<file path="src/rtl/conv_sequencer.sv">
// Control sequencer for the 3x3 convolution datapath: primes the line buffer, walks the
// kernel window across the image at the latched stride, and reports each finished output.
module conv_sequencer #(
    parameter  int IMG_W = 8,
    parameter  int IMG_H = 8,
    localparam int CW    = ($clog2(IMG_W) < 1) ? 1 : $clog2(IMG_W),
    localparam int RW    = ($clog2(IMG_H) < 1) ? 1 : $clog2(IMG_H)
) (
    input  logic          clk,
    input  logic          rst_n,
    input  logic          start,
    input  logic [1:0]    stride,
    input  logic          abort,
    input  logic          buf_ready,
    output logic          busy,
    output logic          done,
    output logic          shift_buffer,
    output logic [3:0]    kernel_addr,
    output logic [1:0]    win_row,
    output logic [CW-1:0] win_col,
    output logic          mac_clr,
    output logic          mac_en,
    output logic          out_valid,
    output logic [RW-1:0] out_row,
    output logic [CW-1:0] out_col
);

    typedef enum logic [2:0] {
        IDLE,
        SHIFT,
        WAIT_BUF,
        TAP,
        DRAIN,
        DONE
    } state_t;

    // Output grid size for each legal stride; trailing partial windows are skipped.
    localparam int OW1 = (IMG_W - 3) / 1 + 1;
    localparam int OW2 = (IMG_W - 3) / 2 + 1;
    localparam int OW3 = (IMG_W - 3) / 3 + 1;
    localparam int OH1 = (IMG_H - 3) / 1 + 1;
    localparam int OH2 = (IMG_H - 3) / 2 + 1;
    localparam int OH3 = (IMG_H - 3) / 3 + 1;

    state_t        state_q, state_d;
    logic [1:0]    stride_q;
    logic [1:0]    shift_cnt;
    logic [3:0]    tap;
    logic [CW-1:0] col_base;
    logic [CW-1:0] col_idx;
    logic [RW-1:0] row_idx;
    logic [RW-1:0] out_row_q;
    logic [CW-1:0] out_col_q;

    logic [CW-1:0] last_col;
    logic [RW-1:0] last_row;
    logic          col_done;
    logic          row_done;
    logic [1:0]    tap_row;
    logic [1:0]    tap_col;
    logic          in_tap;
    logic          cancel;

    always_comb begin
        case (stride_q)
            2'd2: begin
                last_col = CW'(OW2 - 1);
                last_row = RW'(OH2 - 1);
            end
            2'd3: begin
                last_col = CW'(OW3 - 1);
                last_row = RW'(OH3 - 1);
            end
            default: begin
                last_col = CW'(OW1 - 1);
                last_row = RW'(OH1 - 1);
            end
        endcase
    end

    assign col_done = (col_idx == last_col);
    assign row_done = (row_idx == last_row);
    assign cancel   = abort && (state_q != IDLE);

    // Row-major tap split without a divider: tap_row = tap / 3, tap_col = tap % 3.
    always_comb begin
        tap_row = 2'd0;
        tap_col = 2'(tap);
        if (tap >= 4'd6) begin
            tap_row = 2'd2;
            tap_col = 2'(tap - 4'd6);
        end else if (tap >= 4'd3) begin
            tap_row = 2'd1;
            tap_col = 2'(tap - 4'd3);
        end
    end

    always_ff @(posedge clk or negedge rst_n) begin
        // NOTE: sequential state uses non-blocking assignments so every register
        // samples the pre-edge values regardless of statement order.
        if (!rst_n) begin
            state_q <= IDLE;
        end else begin
            state_q <= state_d;
        end
    end

    always_comb begin
        // NOTE: default first so no path through the case leaves state_d unassigned,
        // which would otherwise infer a latch.
        state_d = state_q;
        case (state_q)
            IDLE:     if (start) state_d = SHIFT;
            SHIFT:    state_d = WAIT_BUF;
            WAIT_BUF: if (buf_ready) state_d = (shift_cnt == 2'd1) ? TAP : SHIFT;
            TAP:      if (tap == 4'd8) state_d = DRAIN;
            DRAIN: begin
                if (!col_done)      state_d = TAP;
                else if (!row_done) state_d = SHIFT;
                else                state_d = DONE;
            end
            DONE:     state_d = IDLE;
            default:  state_d = IDLE;
        endcase
        if (cancel) state_d = IDLE;
    end

    always_ff @(posedge clk or negedge rst_n) begin
        if (!rst_n) begin
            stride_q  <= 2'd0;
            shift_cnt <= 2'd0;
            tap       <= 4'd0;
            col_base  <= '0;
            col_idx   <= '0;
            row_idx   <= '0;
            out_row_q <= '0;
            out_col_q <= '0;
        end else if (cancel) begin
            shift_cnt <= 2'd0;
            tap       <= 4'd0;
            col_base  <= '0;
            col_idx   <= '0;
            row_idx   <= '0;
        end else begin
            case (state_q)
                IDLE: begin
                    if (start) begin
                        stride_q  <= (stride == 2'd0) ? 2'd1 : stride;
                        shift_cnt <= 2'd3;
                        tap       <= 4'd0;
                        col_base  <= '0;
                        col_idx   <= '0;
                        row_idx   <= '0;
                    end
                end
                WAIT_BUF: begin
                    if (buf_ready) shift_cnt <= shift_cnt - 2'd1;
                end
                TAP: begin
                    if (tap == 4'd8) begin
                        tap       <= 4'd0;
                        out_row_q <= row_idx;
                        out_col_q <= col_idx;
                    end else begin
                        tap <= tap + 4'd1;
                    end
                end
                DRAIN: begin
                    if (!col_done) begin
                        col_base <= col_base + CW'(stride_q);
                        col_idx  <= col_idx + CW'(1);
                    end else if (!row_done) begin
                        col_base  <= '0;
                        col_idx   <= '0;
                        row_idx   <= row_idx + RW'(1);
                        shift_cnt <= stride_q;
                    end
                end
                default: ;
            endcase
        end
    end

    assign in_tap       = (state_q == TAP);
    assign busy         = (state_q != IDLE);
    assign done         = (state_q == DONE);
    assign shift_buffer = (state_q == SHIFT);
    assign mac_en       = in_tap;
    assign mac_clr      = in_tap && (tap == 4'd0);
    assign kernel_addr  = in_tap ? tap : 4'd0;
    assign win_row      = in_tap ? tap_row : 2'd0;
    assign win_col      = in_tap ? (col_base + CW'(tap_col)) : '0;
    assign out_valid    = (state_q == DRAIN);
    assign out_row      = out_row_q;
    assign out_col      = out_col_q;

endmodule

</file>
<file path="config.mk">
export PLATFORM = sky130hd
export DESIGN_NAME = conv_sequencer
export DESIGN_NICKNAME = d
export VERILOG_FILES = /design/src/rtl/conv_sequencer.sv
export SDC_FILE = /design/constraint.sdc
export NUM_CORES = 1
export LEC_CHECK = 0
export BUFFER_PORTS_ARGS = -buffer_cell sky130_fd_sc_hd__buf_2
export CORE_MARGIN = 2
export CORE_UTILIZATION = 51
export CTS_CLUSTER_DIAMETER = 50
export DETAILED_ROUTE_END_ITERATION = 16
export PLACE_DENSITY = 0.76
export SLEW_MARGIN = 20
export SYNTH_ARGS = -nofsm -noshare
export SYNTH_HDL_FRONTEND = slang
export SYNTH_SLANG_ARGS = --single-unit
</file>
<file path="constraint.sdc">
create_clock -name clk -period 2.11 [get_ports clk]
set_input_delay 0.211 -clock clk [delete_from_list [all_inputs] [get_ports clk]]
set_output_delay 0.211 -clock clk [all_outputs]
set_load 0.01 [all_outputs]
</file>
==> Yosys cells after proc, flatten, opt, wreduce, memory -nomap -nowiden <==
Cells that the tools add are included.
{ "totals": {"inputBits": 7, "reg_bits": 26} }
{ "op_classes": {"bitwise": 1, "add_sub_neg": 8, "n_mux": 39, "reduce_logical": 16, "eq_ne": 17, "order_cmp": 2} }
{ "op_table": {"columns": ["op", "n"], "rows": [
  ["$mux W3", 16],
  ["$pmux W3 S2", 4],
  ["$mux W2", 11],
  ["$mux W4", 4],
  ["$pmux W3 S5", 1],
  ["$reduce_and A3 Y1", 4],
  ["$reduce_bool A3 Y1", 3],
  ["$pmux W4 S2", 1],
  ["$add A3 B1 Y3 const B", 2],
  ["$add A3 B2 Y3", 2],
  ["$eq A3 B2 Y1 const B", 2],
  ["$eq A3 B3 Y1", 2],
  ["$eq A3 B3 Y1 const B", 2],
  ["$ne A3 B1 Y1 const B", 2],
  ["$ne A3 B3 Y1 const B", 2],
  ["$pmux W2 S3", 1],
  ["$reduce_and A5 Y1", 1],
  ["$add A4 B1 Y4 const B", 1],
  ["$eq A2 B2 Y1 const B", 2],
  ["$eq A4 B4 Y1 const B", 1],
  ["$ge A4 B2 Y1 const B", 1],
  ["$ge A4 B3 Y1 const B", 1],
  ["$logic_not A4 Y1", 1],
  ["$ne A4 B3 Y1 const B", 1],
  ["other kinds (13)", 15]
]} }

==> Longest topological paths before layout <==
{ "logic_depth": {"ltp_word": 7, "depth_mapped": 10} }

==> Least setup slack after synthesis <==
OpenSTA, ideal clock, no wires.
{ "synth_timing": {"path_type": "flip-flop to output port", "start": "register tap[1]", "end": "output win_col[2]", "path_buffers": 0, "t_arrival_ns": 2.002, "path_stages_with_launch": 10, "required_time_ns": 1.899, "slack_ns": -0.103, "path_cell_list": "dfrtp_1 > ha_1 > nand2b_1 > a21boi_0 > nor2_1 > xnor2_1 > ha_1 > fa_1 > xnor2_1 > nor2_1"} }
{ "synth_via": {"elab_chain_cells": 5} }
{ "synth_lines": {"columns": ["item", "line_no", "rtl"], "rows": [
  ["from (decl)", "48", "logic [3:0] tap;"],
  ["from (signal assigned)", "165", "tap <= tap + 4'd1;"],
  ["$ge A4 B2 Y1 or $sub A2 B2 Y2 (tied branches)", "92, 94", null],
  ["$mux W2", "92", "end else if (tap >= 4'd3) begin"],
  ["$mux W2 *", "89", "if (tap >= 4'd6) begin"],
  ["$add A3 B2 Y3 *", "192", "assign win_col = in_tap ? (col_base + CW'(tap_col)) : '0;"],
  ["$mux W3 *", "192", null],
  ["to (decl)", "20", "output logic [CW-1:0] win_col,"]
]} }
Mark *: on every way between the ends. The rest lies on a longest branch, timed or not.

==> Worst setup path in the final report <==
{ "layout_timing": {"start": "register tap[1]", "end": "output win_col[1]"} }
Same word-level chain as after synthesis.

==> flow_metrics.env <==
export IMPL_violations="negative setup slack"
export IMPL_crit_type="reg -> out"
export IMPL_ff2ff_path_depth=5
export IMPL_p_per_area_nw_per_um2=820
export IMPL_holdWs_ns=0.114
export IMPL_syn_area_per_cell_sq_um=9.33
export IMPL_hold_end="stride_q[1]"
export IMPL_cts_root_buf="clkbuf_4"
export IMPL_p_sw_frac=0.392
export IMPL_synth_yosys_warnings=0
export IMPL_antenna_found_initial=0
export IMPL_final_setup_worst_slack_ns=-0.519
export IMPL_slew_viol_final=0
export IMPL_coreArea_sq_um=3310
export IMPL_yosysSeqAreaShare=0.373
export IMPL_start_util=0.527
export IMPL_cts_sinks=26
export IMPL_numCtsBuffers=3
export IMPL_ios=28
export IMPL_synthTopCellsByArea="dfrtp_1 37%, ha_1 5.7%, mux2_2 4.5%"
export IMPL_path_max_fanout=5
export IMPL_h_tree_depth=1
export IMPL_drv_cap=0
export IMPL_die_w_um=62.5
export IMPL_startpoint_type="register"
export IMPL_hold_start="stride[1]"
export IMPL_area_growth_pct=29.1
export IMPL_grt_pass1_vias=1464
export IMPL_hold_viol_final=0
export IMPL_yosysMostFrequentCell="dfrtp_1"
export IMPL_holdPathStages=2
export IMPL_grt_start_max_net_pins=27
export IMPL_num_vias=1578
export IMPL_antenna_cells=0
export IMPL_layout_nets=255
export IMPL_synth_top_cell_by_area="dfrtp_1"
export IMPL_power_frac_clock=0.186
export IMPL_track_usage=0.205
export IMPL_fmax_mhz=380
export IMPL_crit_required_ns=1.90
export IMPL_rsz0062_at_grt="true"
export IMPL_dpl_cell_count=272
export IMPL_fp_row_count=21
export IMPL_synthArstFlopShare=1.00
export IMPL_clock_path_buffers=2
export IMPL_syn_num_nets=204
export IMPL_finalSetupViolations=3
export IMPL_synth_area_sq_um=1750
export IMPL_status="finished with violations"
export IMPL_min_period_ns=2.63
export IMPL_synthDominantCellAreaShare=0.373
export IMPL_drc=0
export IMPL_rrSetupSlack_ns=0.08
export IMPL_ys_types=54
export IMPL_drt_total_wl_mm=3.94
export IMPL_final_instance_count_excl_fill=283
export IMPL_p_seq_frac=0.380
export IMPL_synthFlopType="dfrtp_1"
export IMPL_clk_pin_slew_ns=0.15
export IMPL_synth_seq_cells=26
export IMPL_vdd_drop_max_mv=0.615
export IMPL_drt_initial_drc_count=75
export IMPL_pre_cts_ws_ns=-0.115
export IMPL_p_leak_nw=1.08
export IMPL_via_per_inst=5.58
export IMPL_synthTopCellsByCount="26 x dfrtp_1, 18 x nor2_1, 14 x inv_1, 14 x o21ai_0, 13 x nand2_1"
export IMPL_syn_inst=187
export IMPL_power_frac_comb=0.434
export IMPL_layout_drive_gt1_share=0.354
export IMPL_worst_pin_slew_ns=0.585
export IMPL_internal_power_mw=1.12
export IMPL_r2r_start="stride_q[0]"
export IMPL_power_switching_mw=0.725
export IMPL_hp_class="in -> reg"
export IMPL_cts_tree="done"
export IMPL_cp_end_kind="output pin"
export IMPL_dp_hpwl_mm=2.77
export IMPL_r2r_end="shift_cnt[0]"
export IMPL_die_area_sq_um=3910
export IMPL_dieHeight_um=62.5
export IMPL_relSlewSlack=0.610
export IMPL_synth_edff_count=0
export IMPL_finClkSkew_ns=0.00908
export IMPL_routedWlPerCell_um=13.9
export IMPL_numPortBuffers=27
export IMPL_grt_overflow_total=0
export IMPL_worstPathArrival_ns=2.42
export IMPL_fin_util=0.681
export IMPL_antenna_left=0
export IMPL_grt_pass1_wl_mm=6.55
export IMPL_fin_crit_sh=1.25
export IMPL_dr_pass1_iters=4
export IMPL_globalplace_congestion=0.843
export IMPL_clock_latency_ns=0.32
## flip-flops by register name, summed over array words and instances, names as in the netlist
signal / cells
out_col: 3
row_idx: 3
stride_q: 2
shift_cnt: 2
tap: 4
state_q: 3
col_idx: 3
out_row: 3
col_base: 3
## power groups by stage
| stage | registers [mW] | logic (mW) | clock network (mW) |
|---|---|---|---|
| floorplan | 0.635 | 0.580 | 0 |
| global placement | 0.697 | 0.749 | 0 |
| detailed placement | 0.704 | 0.762 | 0 |
| CTS | 0.699 | 0.786 | 0.355 |
| global route | 0.717 | 0.914 | 0.371 |
| finish | 0.703 | 0.803 | 0.344 |
## worst max-delay path: stages (launching register included)
cell	delay [ns]
dfrtp_2	0.49
ha_4	0.20
buf_6	0.11
mux2i_1	0.11
or3_1	0.31
o211ai_1	0.14
fa_2	0.47
and2_1	0.14
buf_2	0.13
## placed cells by master, fill, tap and decap left out, types with 7 or more instances in the layout
master	instances
nor2_1	16
buf_2	27
buf_4	23
a21oi_1	9
inv_1	12
mux2_2	7
o21ai_0	14
nand2_1	13
dfrtp_1	24
## final cells by class
| type | count | area, sq um |
|---|---|---|
| well taps | 46 | 57.6 |
| repair buffers | 52 | 329 |
| fillers | 288 | 1060 |
| clock inverters | 1 | 30.0 |
| clock buffers | 3 | 22.5 |
| multi-input cells | 140 | 1100 |
| inverters | 15 | 56.3 |
| flip-flops and latches | 26 | 653 |
## routing by layer
layer	GRT usage	up-vias	share of wire
met5	0	-	0
met1	0.266	759	0.46
li1	-	779	-
met4	0.0778	0	0.020
met2	0.351	34	0.48
met3	0.0270	6	0.036
## how the worst max path moves through the flow
stage               startpoint  slack, ns         end  cells after the start
finish                  tap[1]      -0.52  win_col[1]                      8
global route            tap[1]      -0.58  win_col[1]                      8
CTS                     tap[0]      -0.47  win_col[1]                      8
detailed placement      tap[1]      -0.12  win_col[2]                     10
global placement        tap[1]      -0.06  win_col[2]                     10
floorplan               tap[0]      0.004  win_col[2]                     10
## timing repair
item,in CTS,in global routing
buffers inserted,1,5
gates resized for setup,8,9
setup endpoints to repair,3,5
pin swaps,3,8
hold buffers,1,0
endpoints found under the hold margin,26,0
## logic make-up after synthesis
kind of cell / synth area share
compound gates: 0.198
xor+xnor: 0.0100
fa+ha+maj: 0.0803
buf+inv: 0.0466
flops: 0.373
mux: 0.0695
simple gates: 0.223
## through the flow
step           TNS (ns)  instance area, sq um  total power [mW]
2_1_floorplan         0                  1750              1.22
3_3_place_gp     -0.102                  2060              1.45
3_5_place_dp     -0.201                  2060              1.47
4_1_cts           -1.02                  2170              1.84
5_1_grt           -1.41                  2250              2.00
6_report          -1.12                  2250              1.85
(Power assumes the default switching activity.)
